## src/rtl/pipe_ctrl_pkg.sv

```systemverilog
// rtl/pipe_ctrl_pkg.sv - shared state encodings and constants for pipe_ctrl
package pipe_ctrl_pkg;

  typedef enum logic [0:0] {
    PC_ST_RUN      = 1'b0,
    PC_ST_BUS_HOLD = 1'b1
  } pc_state_e;

  localparam logic HoldEnable   = 1'b1;
  localparam logic HoldDisable  = 1'b0;
  localparam logic FlushEnable  = 1'b1;
  localparam logic FlushDisable = 1'b0;

  localparam logic [31:0] ZeroWord         = 32'h0000_0000;
  localparam logic [31:0] DEFAULT_RESET_PC = 32'h0000_0000;
  localparam logic [31:0] DEFAULT_TRAP_PC  = 32'h0000_0100;
  localparam logic [31:0] DEFAULT_PC_STEP  = 32'd4;

endpackage

```

## src/rtl/pipe_ctrl_pc_reg.sv

```systemverilog
// rtl/pipe_ctrl_pc_reg.sv - fetch PC register with redirect > hold > sequential mux
module pipe_ctrl_pc_reg
  import pipe_ctrl_pkg::*;
#(
  parameter logic [31:0] RESET_PC = DEFAULT_RESET_PC,
  parameter logic [31:0] PC_STEP  = DEFAULT_PC_STEP
) (
  input  logic        clk,
  input  logic        rst_n,
  input  logic        jmp_i,
  input  logic [31:0] target_i,
  input  logic        hold_i,
  output logic [31:0] pc_o
);

  logic [31:0] pc_d;
  logic [31:0] pc_q;

  always_comb begin
    pc_d = pc_q + PC_STEP;
    if (jmp_i) begin
      pc_d = target_i;
    end else if (hold_i) begin
      pc_d = pc_q;
    end
  end

  always_ff @(posedge clk or negedge rst_n) begin
    if (!rst_n) begin
      pc_q <= RESET_PC;
    end else begin
      pc_q <= pc_d;
    end
  end

  assign pc_o = pc_q;

endmodule

```

## src/rtl/pipe_ctrl.sv

```systemverilog
// rtl/pipe_ctrl.sv - PC, flush/hold, bus freeze handshake and misaligned-jump trap
// Optional performance counters are built when PIPE_CTRL_PERF_EN is defined.
module pipe_ctrl
  import pipe_ctrl_pkg::*;
#(
  parameter logic [31:0] RESET_PC = DEFAULT_RESET_PC,
  parameter logic [31:0] TRAP_PC  = DEFAULT_TRAP_PC,
  parameter logic [31:0] PC_STEP  = DEFAULT_PC_STEP
) (
  input  logic        clk,
  input  logic        rst_n,
  input  logic [31:0] jump_addr_i,
  input  logic        jump_en_i,
  input  logic        hold_flag_i,
  input  logic        bus_hold_req_i,
  output logic        bus_hold_ack_o,
  output logic [31:0] pc_o,
  output logic        flush_o,
  output logic        hold_o,
  output logic        misalign_o,
`ifdef PIPE_CTRL_PERF_EN
  output logic [31:0] err_addr_o,
  output logic [31:0] flush_cnt_o,
  output logic [31:0] stall_cnt_o
`else
  output logic [31:0] err_addr_o
`endif
);

  pc_state_e   state_d, state_q;
  logic        ack_d, ack_q;
  logic        misalign_d, misalign_q;
  logic [31:0] err_addr_d, err_addr_q;
  logic        jmp;
  logic        hold;
  logic        misaligned;
  logic [31:0] target;

  // rst_n gates the combinational outputs so they read 0 while reset is held
  always_comb begin
    jmp        = rst_n & jump_en_i & ~hold_flag_i & (state_q == PC_ST_RUN);
    hold       = rst_n & (hold_flag_i | (state_q == PC_ST_BUS_HOLD));
    misaligned = |jump_addr_i[1:0];
    target     = misaligned ? TRAP_PC : jump_addr_i;
    flush_o    = jmp ? FlushEnable : FlushDisable;
    hold_o     = hold ? HoldEnable : HoldDisable;
  end

  always_comb begin
    state_d    = state_q;
    misalign_d = misalign_q;
    err_addr_d = err_addr_q;
    case (state_q)
      PC_ST_RUN: begin
        if (bus_hold_req_i && !jump_en_i && !hold_flag_i) begin
          state_d = PC_ST_BUS_HOLD;
        end
      end
      PC_ST_BUS_HOLD: begin
        if (!bus_hold_req_i) begin
          state_d = PC_ST_RUN;
        end
      end
      default: state_d = PC_ST_RUN;
    endcase
    ack_d = (state_d == PC_ST_BUS_HOLD);
    // only the first offending target is captured until the next reset
    if (jmp && misaligned && !misalign_q) begin
      misalign_d = 1'b1;
      err_addr_d = jump_addr_i;
    end
  end

  always_ff @(posedge clk or negedge rst_n) begin
    if (!rst_n) begin
      state_q    <= PC_ST_RUN;
      ack_q      <= 1'b0;
      misalign_q <= 1'b0;
      err_addr_q <= ZeroWord;
    end else begin
      state_q    <= state_d;
      ack_q      <= ack_d;
      misalign_q <= misalign_d;
      err_addr_q <= err_addr_d;
    end
  end

  pipe_ctrl_pc_reg #(
    .RESET_PC (RESET_PC),
    .PC_STEP  (PC_STEP)
  ) u_pc_reg (
    .clk      (clk),
    .rst_n    (rst_n),
    .jmp_i    (jmp),
    .target_i (target),
    .hold_i   (hold),
    .pc_o     (pc_o)
  );

  assign bus_hold_ack_o = ack_q;
  assign misalign_o     = misalign_q;
  assign err_addr_o     = err_addr_q;

`ifdef PIPE_CTRL_PERF_EN
  logic [31:0] flush_cnt_d, flush_cnt_q;
  logic [31:0] stall_cnt_d, stall_cnt_q;

  always_comb begin
    flush_cnt_d = flush_cnt_q + (jmp ? 32'd1 : ZeroWord);
    stall_cnt_d = stall_cnt_q + (hold ? 32'd1 : ZeroWord);
  end

  always_ff @(posedge clk or negedge rst_n) begin
    if (!rst_n) begin
      flush_cnt_q <= ZeroWord;
      stall_cnt_q <= ZeroWord;
    end else begin
      flush_cnt_q <= flush_cnt_d;
      stall_cnt_q <= stall_cnt_d;
    end
  end

  assign flush_cnt_o = flush_cnt_q;
  assign stall_cnt_o = stall_cnt_q;
`endif

endmodule

```

## config.mk

```make
export PLATFORM = sky130hd
export DESIGN_NAME = pipe_ctrl
export DESIGN_NICKNAME = d
export VERILOG_FILES = /design/src/rtl/pipe_ctrl_pkg.sv /design/src/rtl/pipe_ctrl_pc_reg.sv /design/src/rtl/pipe_ctrl.sv
export SDC_FILE = /design/constraint.sdc
export NUM_CORES = 1
export LEC_CHECK = 0
export ABC_AREA = 1
export CAP_MARGIN = 20
export CORE_MARGIN = 2
export CORE_UTILIZATION = 40
export DETAILED_ROUTE_END_ITERATION = 16
export PLACE_DENSITY = 0.76
export SYNTH_ARGS = -nofsm -noshare
export SYNTH_HDL_FRONTEND = slang
export SYNTH_HIERARCHICAL = 1
export SYNTH_SLANG_ARGS = --single-unit
export TNS_END_PERCENT = 20
```

## constraint.sdc

```tcl
create_clock -name clk -period 3.85 [get_ports clk]
set_clock_uncertainty 0.2 [all_clocks]
set_input_delay 0.385 -clock clk [delete_from_list [all_inputs] [get_ports clk]]
set_output_delay 0.385 -clock clk [all_outputs]
set_load 0.05 [all_outputs]
```

* After elaboration in Yosys (flattened, before gate mapping)
Cells that the tools add are included.
** Word-level totals
- Logic and storage cells :: 29
- Register bits :: 66
** Operators by class
- Equality and inequality tests :: 1
- Reduce and logical (&&, ||, !) cells :: 8
- Bitwise logic cells :: 7
- Mux-type cells :: 8
- Add/subtract/negate cells :: 1
** Operator list (number)
- $mux 32 :: 3
- $add 32x3->32 const B :: 1
- $and 1x1->1 :: 4
- $logic_and 1x1->1 :: 4
- $mux 1 :: 4
- $logic_not 1->1 :: 3
- $ne 2x2->1 const B :: 1
- $not 1->1 :: 2
- $pmux 1 s2 :: 1
- $reduce_or 2->1 :: 1
- $or 1x1->1 :: 1

* Logic depth before layout (Yosys ltp)
Gate-level depths: netlist of run 1.
- Depth in word-level cells :: 5
- Mapped depth :: 12

* Cells and area by module
Netlist of run 1, hierarchy kept.
** Modules (own cells, without submodules)
- pipe_ctrl_pc_reg :: area an instance 2316.0 sq um, cells each 348, seq. area each 800.8 sq um, instances 1
- pipe_ctrl :: area an instance 1677.9 sq um, cells each 216, seq. area each 850.8 sq um, instances 1

* Least setup slack after synthesis of run 1
Ideal clock, no wire load.
- Kind :: reg-to-reg
- From :: register bus_hold_ack_o (netlist name)
- To :: register u_pc_reg.pc_q[4] (netlist: u_pc_reg/pc_o[4])
- Setup slack :: 1589 ps
- Stages on the path, launching flop included :: 12
- Path buffers :: 3
- Clock period less this slack :: 2261 ps
- Arrival time :: 1930 ps
- Setup time :: 131 ps
- Path through :: dfrtp_1 -> inv_1 -> nand2_2 -> nor2_8 -> buf_4 -> buf_2 -> inv_1 -> nand2_2 -> inv_1 -> buf_4 -> nand2_1 -> o211ai_1
** RTL lines
- to (signal assigned) :: RTL line pipe_ctrl_pc_reg.sv:32 : pc_q <= pc_d;
- to (decl) :: RTL line pipe_ctrl_pc_reg.sv:17 : logic [31:0] pc_q;

* Worst setup path after layout of run 1
- From :: input rst_n
- To :: output flush_o
** On the way
- Cells in the longest elaborated chain, start to end :: 4
** RTL lines
- from (decl) :: RTL line pipe_ctrl.sv:11 : input logic rst_n,
- $and 1x1->1 (3 in series) :: RTL line pipe_ctrl.sv:41 : jmp = rst_n & jump_en_i & ~hold_flag_i & (state_q == PC_ST_RUN);
- $mux 1 :: RTL line pipe_ctrl.sv:45 : flush_o = jmp ? FlushEnable : FlushDisable;
- to (decl) :: RTL line pipe_ctrl.sv:18 : output logic flush_o,
Every way passes these cells.

==> results.toml, run 1 <==
[floorplanning]
die_h_um = 104
coreArea_um2 = 9730
io_pins = 105
die_w_um = 104
row_count = 36
start_util = 0.410
dieArea_um2 = 10800

[clocking]
cts_setup_buffers = 0
insertion_delay_ns = 0.34
cts_root_buf = "clkbuf_8"
clock_sinks = 66
path_clk_slew_ns = 0.07
cts_inserted_buffers = 9
clk_path_buf_depth = 2
tritoncts = "built"
htree_levels = 3

[setup_path]
critPathKind = "primary input to primary output"
cp_cell_sequence = "dlygate4sd3_1 > buf_2 > nand2_2 > nor2_8 > clkdlybuf4s50_1"
cp-end-kind = "primary output"
required_ns = 3.26
cp_slowest_cell = "clkdlybuf4s50_1"
start_kind = "primary input"
arrival_ns = 2.75
rr_startpoint = "bus_hold_ack_o$_DFF_PN0_"
cp_slowest_stage_delay_ns = 0.87
path_max_fanout = 26
startpoint = "rst_n"

[global_routing]
antenna_found_initial = 0
grt_first_pass_wirelength_mm = 18.5
grt_usage = 0.210
grt_pass1_vias = 3637
grt_max_degree = 48
gr-total-overflow = 0

[power]
leakagePower_nw = 2.56
p_per_area_nw_per_um2 = 414
p_comb_frac = 0.312
clock_power_share = 0.295
switchingPower_mw = 0.840
ir_worst_vdd_mv = 0.190
power.internal_mw = 1.36
switching_share = 0.383
p_seq_frac = 0.393

[sta]
maxSlewViolCount = 0
fin_crit_ns = 3.33
fin_crit_sh = 0.866
tns_ns = 0
finalSetupViolations = 0
relSlewSlack = 0.588
timing.final.ws_setup_ns = 0.517
max_freq_ghz = 0.300
tightest_slew_ns = 0.617
finalHoldViolCount = 0
rsz0062_at_grt = "no"

[logic_synthesis]
synth_edf_count = 0
synth_ff_type = "dfrtp_1"
ys_seq_area_frac = 0.414
avgSynthCellArea_um2 = 7.08
synthArstFlopShare = 1.00
synth_warnings = 6
synth_seq_cells = 66
syn_area_um2 = 3990
ys_types = 29
synth_cells = 564

[detailed_routing]
route.vias.total = 3862
remaining_drc_errors = 0
drt_wl_total_mm = 11.2
initialDrtViolationCount = 310
via_per_inst = 4.81
firstDrtPassIters = 7
wl_per_cell_um = 13.9
ant_nets = 0

[layout]
layout_commonest_cell = "nand2_1"
final_layout_size_suffix_gt1_frac = 0.0881
nNetsFinal = 703
areaGrowthSynthToFinish_pct = 32.9
final_cell_mix = "nand2_1, clkdlybuf4s50_1, nand3_1"
fillers = 950
diodes = 0

[hold_path]
hold_path.startpoint = "err_addr_o[15]$_DFFE_PN0P_"
holdCritPathClass = "register to register"

[placed_design]
dp_slack_ns = 1.01
numPortBuffers = 104
hpwlAfterDp_mm = 8.25
gp_congestion = 0.920

[run_status]
status = "finished clean"

[flow_run]
drv_cap = 0
-- critical path: cells and delay by family --
family,cells,cell delay (ns)
buffers and inverters,3,1.84
AND/OR/NAND/NOR,2,0.51
-- kinds of logic after synthesis --
| group | share of synthesized area |
|---|---|
| xor+xnor | 0.00877 |
| compound gates | 0.0573 |
| simple gates | 0.411 |
| flops | 0.414 |
| buf+inv | 0.105 |
| fa+ha+maj | 0.00313 |
| other cells | 0.000939 |
-- synth_stat cells (7+ instances only) --
library cell | instances | area share
o21ai_0 | 14 | 0.018
o21bai_1 | 10 | 0.019
buf_4 | 7 | 0.013
buf_2 | 7 | 0.0088
nor2_2 | 9 | 0.014
nor2_4 | 10 | 0.028
nand2_2 | 10 | 0.016
inv_1 | 68 | 0.064
nand2_1 | 194 | 0.18
nor2_1 | 55 | 0.052
nand3_1 | 76 | 0.095
dfrtp_1 | 66 | 0.41
-- power by group through the flow --
stage | Sequential [mW] | Clock [mW] | Combinational, mW
final | 0.864 | 0.648 | 0.684
after global routing | 0.878 | 0.690 | 0.728
after CTS | 0.864 | 0.659 | 0.688
after detailed placement | 0.875 | 0 | 0.683
after global placement | 0.876 | 0 | 0.675
after floorplan | 1.10 | 0 | 0.199
-- final cells by class --
cell class,instances,area [µm²],share of cell area
repair buffers,109,1080,0.203
well taps,133,166,0.0314
inverters,72,270,0.0509
flip-flops and latches,66,1650,0.311
clock buffers,9,124,0.0233
clock inverters,7,93.8,0.0177
multi-input cells,407,1930,0.363
-- sequential cells by signal, indices dropped and copies added (netlist names) --
signal	count
bus_hold_ack_o	1
err_addr_o	32
misalign_o	1
u_pc_reg/pc_o	32
-- layer usage --
layer | GRT usage | wire length [µm] | vias up | share of wire
met2 | 0.316 | 5020 | 141 | 0.45
met5 | 0 | 0 | - | 0
met4 | 0.0541 | 118 | 0 | 0.011
met3 | 0.0445 | 669 | 12 | 0.060
li1 | - | - | 1943 | -
met1 | 0.307 | 5360 | 1766 | 0.48
-- per-stage QoR --
step	util	area, µm²	hold WS [ns]	total power [mW]	std cells
global route	0.546	5310	0.295	2.30	803
finish	0.546	5310	0.274	2.20	803
CTS	0.546	5310	0.276	2.21	803
global placement	0.522	5080	0.163	1.55	786
floorplan	-	4000	-0.111	1.30	565
detailed placement	0.522	5080	0.176	1.56	786
-- timing repair --
action                                  CTS  global route
hold buffers                              1             0
endpoints found under the setup margin    0             0
resized for setup                         0             0
hold endpoints to repair                 19             0
-- path summary, 6_finish.rpt --
check	cells after the start	endpoint	slack [ns]
setup / recovery	5	flush_o	0.52
hold / removal	2	err_addr_o[15]$_DFFE_PN0P_	0.27
setup reg to reg	8	u_pc_reg/pc_o[7]$_DFFE_PN0N_	1.45
hold reg to reg	2	err_addr_o[15]$_DFFE_PN0P_	0.27
max in group asynchronous	3	u_pc_reg/pc_o[22]$_DFFE_PN0N_	2.09
min in group asynchronous	2	bus_hold_ack_o$_DFF_PN0_	0.36
No activity file was read; power rests on OpenSTA's default activity.
==> run 2, diff against run 1 <==
- MAX_ROUTING_LAYER: default -> met4
==> run 2 against run 1 <==
  * Routed wire length rose by 0.80%
  * Design area decreased by 0.24%
  * Non-clock buffer count stayed put
  * Register-to-register slack improved by 0.11 ns
  * First-iteration DRC count fell by 17%
  * Final cell count did not move
  * Power fell by 1.1%
  * Clock power decreased by 3.9%
  * Hold slack about the same
==> results.toml, run 2 (same netlist as run 1, synthesis figures left out) <==
[placed_design]
gp_congestion = 0.930
numPortBuffers = 104
postPlaceCellArea_um2 = 5080
hpwlAfterDp_mm = 8.19

[floorplanning]
start_util = 0.410
row_count = 36
die_h_um = 104
io_pins = 105
dieArea_um2 = 10800
coreArea_um2 = 9730
die_w_um = 104

[setup_path]
path_max_fanout = 22
cp_slowest_stage_delay_ns = 0.86
cp_slowest_cell = "clkdlybuf4s50_1"
crit_family = "buffers and inverters"
arrival_ns = 2.69
crit_buf_inv = 3
cp_cell_sequence = "dlygate4sd3_1 > buf_2 > nand2_2 > nor2_8 > clkdlybuf4s50_1"
cp-end-kind = "primary output"
critPathKind = "primary input to primary output"
required_ns = 3.26
start_kind = "primary input"

[detailed_routing]
via_per_inst = 4.85
drt_wl_total_mm = 11.3
wl_per_cell_um = 14.0
route.met2.wl_mm = 4.93
initialDrtViolationCount = 256
top_layer = "met4"
firstDrtPassIters = 5
ant_nets = 0
route.vias.total = 3892
drt-met1-wl_mm = 5.47
remaining_drc_errors = 0
dr_wl_met3_um = 657

[sta]
tightest_slew_ns = 0.632
tns_ns = 0
maxSlewViolCount = 0
fin_crit_ns = 3.28
finalSetupViolations = 0
rsz0062_at_grt = "no"
max_freq_ghz = 0.305
fin_crit_sh = 0.852
relSlewSlack = 0.578
finalHoldViolCount = 0

[layout]
nNetsFinal = 703
ff_latch_area_um2 = 1650
diodes = 0
layout_commonest_cell = "nand2_1"
final_cell_mix = "nand2_1, clkdlybuf4s50_1, nand3_1"
multi_input_comb_area_um2 = 1930
final_layout_size_suffix_gt1_frac = 0.0866
fillers = 931
areaGrowthSynthToFinish_pct = 32.6
design_area_um2 = 5300

[flow_run]
drv_cap = 0

[global_routing]
grt_pass1_vias = 3717
grt_usage = 0.221
antenna_found_initial = 0
grt_max_degree = 49
grt_first_pass_wirelength_mm = 18.7
gr-total-overflow = 0

[run_status]
status = "finished clean"

[power]
ir_worst_vdd_mv = 0.165
p_per_area_nw_per_um2 = 410
leakagePower_nw = 2.55
finalPower_mw = 2.17

[clocking]
clock_sinks = 66
path_clk_slew_ns = 0.07
post_cts_resize_count = 0
cts_inserted_buffers = 9
cts_hold_buf = 1
clk_path_buf_depth = 2
htree_levels = 3
cts_setup_buffers = 0
tritoncts = "built"
cts_root_buf = "clkbuf_8"
insertion_delay_ns = 0.35

[hold_path]
holdCritPathClass = "register to register"
run 2: cell types whose count changed in the layout (fill, tap and decap cells not counted):
cell       before  now
clkbuf_1        0    1
bufinv_16       2    1
clkbuf_8        9   11
clkinv_2        2    1
clkinv_4        1    0
run 2: worst paths after layout:
| kind | from | endpoint | slack, ns | depth (start not counted) |
|---|---|---|---|---|
| setup / recovery | rst_n | flush_o | 0.57 | 5 |
| hold / removal | err_addr_o[2]$_DFFE_PN0P_ | err_addr_o[2]$_DFFE_PN0P_ | 0.27 | 2 |
| setup reg to reg | bus_hold_ack_o$_DFF_PN0_ | u_pc_reg/pc_o[7]$_DFFE_PN0N_ | 1.56 | 8 |
| hold reg to reg | err_addr_o[2]$_DFFE_PN0P_ | err_addr_o[2]$_DFFE_PN0P_ | 0.27 | 2 |
| max in group asynchronous | rst_n | u_pc_reg/pc_o[14]$_DFFE_PN0N_ | 2.08 | 3 |
| min in group asynchronous | rst_n | bus_hold_ack_o$_DFF_PN0_ | 0.35 | 2 |
run 2: worst min-delay path, cell delays in order, from the launching register on:
cell and delay [ns]:
dfrtp_1 0.34, nand2_1 0.06, nand2_1 0.05
run 2: cell type report:
class,count,share of cell area
multi-input cells,407,0.364
repair buffers,109,0.203
clock buffers,12,0.0293
inverters,72,0.0510
well taps,133,0.0314
clock inverters,4,0.00945
flip-flops and latches,66,0.312
run 2: routing by layer:
metal / track usage / up-vias
met2: 0.323 / 132
met1: 0.308 / 1801
li1: - / 1946
met5: - / -
met4: 0.0647 / 0
met3: 0.0520 / 13
run 2: through the flow:
| step | instances | utilization | worst slack [ns] | hold WS, ns |
|---|---|---|---|---|
| 2_1_floorplan | 565 | - | 1.59 | -0.111 |
| 3_3_place_gp | 786 | 0.522 | 1.11 | 0.164 |
| 3_5_place_dp | 786 | 0.522 | 1.10 | 0.172 |
| 4_1_cts | 803 | 0.544 | 0.531 | 0.277 |
| 5_1_grt | 803 | 0.544 | 0.393 | 0.294 |
| 6_report | 803 | 0.544 | 0.571 | 0.275 |
run 2: power by group:
| group | internal (mW) | leakage, nW | switching (mW) |
|---|---|---|---|
| clock | 0.334 | 0.0986 | 0.289 |
| combinational | 0.231 | 1.56 | 0.452 |
| sequential | 0.762 | 0.892 | 0.104 |
==> run 3, diff against run 2 <==
- CORE_UTILIZATION: 40 -> 45
- PLACE_DENSITY: 0.76 -> 0.84
- SYNTH_HIERARCHICAL: 1 -> default
==> run 3 against run 2 <==
  * Non-clock buffer count decreased by 1
  * Flip-flop and latch count unchanged
  * Combinational power increased by 3%
  * Final cell count decreased by 20%
  * Setup slack improved by 0.49 ns
  * Power decreased by 3.5%
  * Global-route usage increased by 1.5 points
  * Synthesized cell count decreased by 24%
  * Highest routed layer unchanged
==> results.toml, run 3 <==
[logic_synthesis]
synthTopCellsByCount = "nand2_1, dfrtp_1, nor2_1"
yosys.area.top_type_share = 0.457
synth_area_leaders = "dfrtp_1, nand2_1, mux2_4, nor2_1, a21oi_1"
syn_area_um2 = 3620
yosysMostFrequentCell = "nand2_1"
synth_ff_type = "dfrtp_1"
yosys.area.top_type = "dfrtp_1"
avgSynthCellArea_um2 = 8.43
synth_warnings = 0
synthArstFlopShare = 1.00
ys_seq_area_frac = 0.457
synth_edf_count = 0
synth_seq_cells = 66
synth_cells = 429
syn_nets = 467
ys_types = 29

[setup_path]
crit_family = "buffers and inverters"
required_ns = 3.26
cp_slowest_cell = "clkdlybuf4s50_1"
start_kind = "primary input"
crit_buf_inv = 4
rr_startpoint = "bus_hold_ack_o$_DFF_PN0_"
cp_slowest_stage_delay_ns = 0.83
path_max_fanout = 7
reg2reg_depth = 7
r2r_end = "u_pc_reg.pc_o[7]$_DFFE_PN0P_"
cp-end-kind = "primary output"
critPathKind = "primary input to primary output"
arrival_ns = 2.21
cp_cell_sequence = "dlygate4sd3_1 > buf_2 > inv_1 > nor2_2 > clkdlybuf4s50_1"
regToRegSetupSlack_ns = 1.59

[clocking]
tritoncts = "built"
insertion_delay_ns = 0.35
cts_root_buf = "clkbuf_8"
clk_path_buf_depth = 2
htree_levels = 3
path_clk_slew_ns = 0.07
cts_inserted_buffers = 9
clock_sinks = 66
cts_setup_buffers = 0

[sta]
rsz0062_at_grt = "no"
finalSetupViolations = 0
max_freq_ghz = 0.358
fin_crit_ns = 2.79
fin_crit_sh = 0.725
tns_ns = 0
tightest_slew_ns = 0.964
maxSlewViolCount = 0
finalHoldViolCount = 0
relSlewSlack = 0.357

[detailed_routing]
via_per_inst = 5.15
route.vias.total = 3303
drt_wl_total_mm = 9.52
route.met2.wl_mm = 4.58
initialDrtViolationCount = 169
wl_per_cell_um = 14.9
ant_nets = 0
top_layer = "met4"
drt-met1-wl_mm = 4.13
remaining_drc_errors = 0
dr_wl_met3_um = 639
firstDrtPassIters = 4

[floorplanning]
die_h_um = 93.6
die_w_um = 93.6
dieArea_um2 = 8770
io_pins = 105
row_count = 32
coreArea_um2 = 7770
start_util = 0.466

[layout]
design_area_um2 = 4890
areaGrowthSynthToFinish_pct = 35.4
nNetsFinal = 572
ff_latch_area_um2 = 1650
final_layout_size_suffix_gt1_frac = 0.117
final_cell_mix = "nand2_1, clkdlybuf4s50_1, dfrtp_1"
multi_input_comb_area_um2 = 1750
layout_commonest_cell = "nand2_1"
fillers = 695
diodes = 0

[placed_design]
postPlaceCellArea_um2 = 4710
hpwlAfterDp_mm = 6.84
numPortBuffers = 104
gp_congestion = 0.912

[power]
finalPower_mw = 2.10
p_per_area_nw_per_um2 = 428
ir_worst_vdd_mv = 0.305
leakagePower_nw = 2.27

[global_routing]
grt_first_pass_wirelength_mm = 15.7
grt_max_degree = 63
grt_pass1_vias = 3331
gr-total-overflow = 0
antenna_found_initial = 0
grt_usage = 0.236

[hold_path]
holdCritPathClass = "primary input to asynchronous set/reset pin"

[flow_run]
drv_cap = 0

[run_status]
status = "finished clean"
[run 3: cell count changes in the layout (fill, tap and decap cells not counted), moves of 6 or more]
cell	change
a21oi_1	+40
nand3_1	-55
nand2_2	-7
nand2_1	-88
nor2_1	+7
mux2_4	+21
inv_1	-36
o21bai_1	-10
nor2_4	-6
mux2_2	+7
[run 3: routing by layer]
layer,up-vias,global-route usage
met1,1547,0.304
met4,0,0.0676
met3,18,0.0532
li1,1613,-
met5,-,-
met2,125,0.378
[run 3: kinds of logic after synthesis]
kind of cell,share of synthesized area
buffers and inverters,0.0592
and+or+nand+nor,0.254
xor gates and xnor gates,0.0121
adders and majority gates,0.00346
AOI/OAI and AO/OA,0.106
DFF,0.457
muxes,0.109
[run 3: stage by stage]
step / setup WS, ns / hold slack, ns / util / cells
after global placement: 1.26 / 0.0198 / 0.607 / 624
after global routing: 0.940 / 0.287 / 0.630 / 641
final: 1.06 / 0.281 / 0.630 / 641
after detailed placement: 1.18 / 0.0268 / 0.607 / 624
after CTS: 1.07 / 0.248 / 0.630 / 641
after floorplan: 1.74 / -0.111 / - / 429
[run 3: how the worst max path moves through the flow]
stage,startpoint,to,cells past startpoint
6_report,rst_n,hold_o,5
5_1_grt,rst_n,u_pc_reg.pc_o[7]$_DFFE_PN0P_,9
4_1_cts,rst_n,hold_o,5
3_5_place_dp,hold_flag_i,u_pc_reg.pc_o[5]$_DFFE_PN0P_,8
3_3_place_gp,hold_flag_i,u_pc_reg.pc_o[18]$_DFFE_PN0P_,8
2_1_floorplan,bus_hold_ack_o$_DFF_PN0_,err_addr_o[0]$_DFFE_PN0P_,6
[run 3: worst reg2reg max path: stages, from the launching register on]
cell and delay, ns:
dfrtp_1 0.41, nor2_2 0.14, nor2_2 0.05, buf_4 0.22
inv_1 0.74, a31oi_1 0.16, o21ai_0 0.13, a21oi_1 0.10
[run 3: layout make-up]
type | count | area share
Inverter | 33 | 0.0256
Multi-Input combinational cell | 316 | 0.358
Sequential cell | 66 | 0.337
Tap cell | 102 | 0.0261
Clock inverter | 5 | 0.00613
Timing Repair Buffer | 108 | 0.218
Clock buffer | 11 | 0.0289
[run 3: power by group]
part | switching (mW) | internal [mW] | total, mW
Clock | 0.273 | 0.248 | 0.521
Combinational | 0.456 | 0.246 | 0.702
Sequential | 0.111 | 0.762 | 0.873
Total | 0.840 | 1.26 | 2.10
[run 3: timing repair]
| item | CTS | global route |
|---|---|---|
| hold buffers | 1 | 0 |
| hold endpoints to repair | 4 | 0 |
| resized for setup | 0 | 0 |
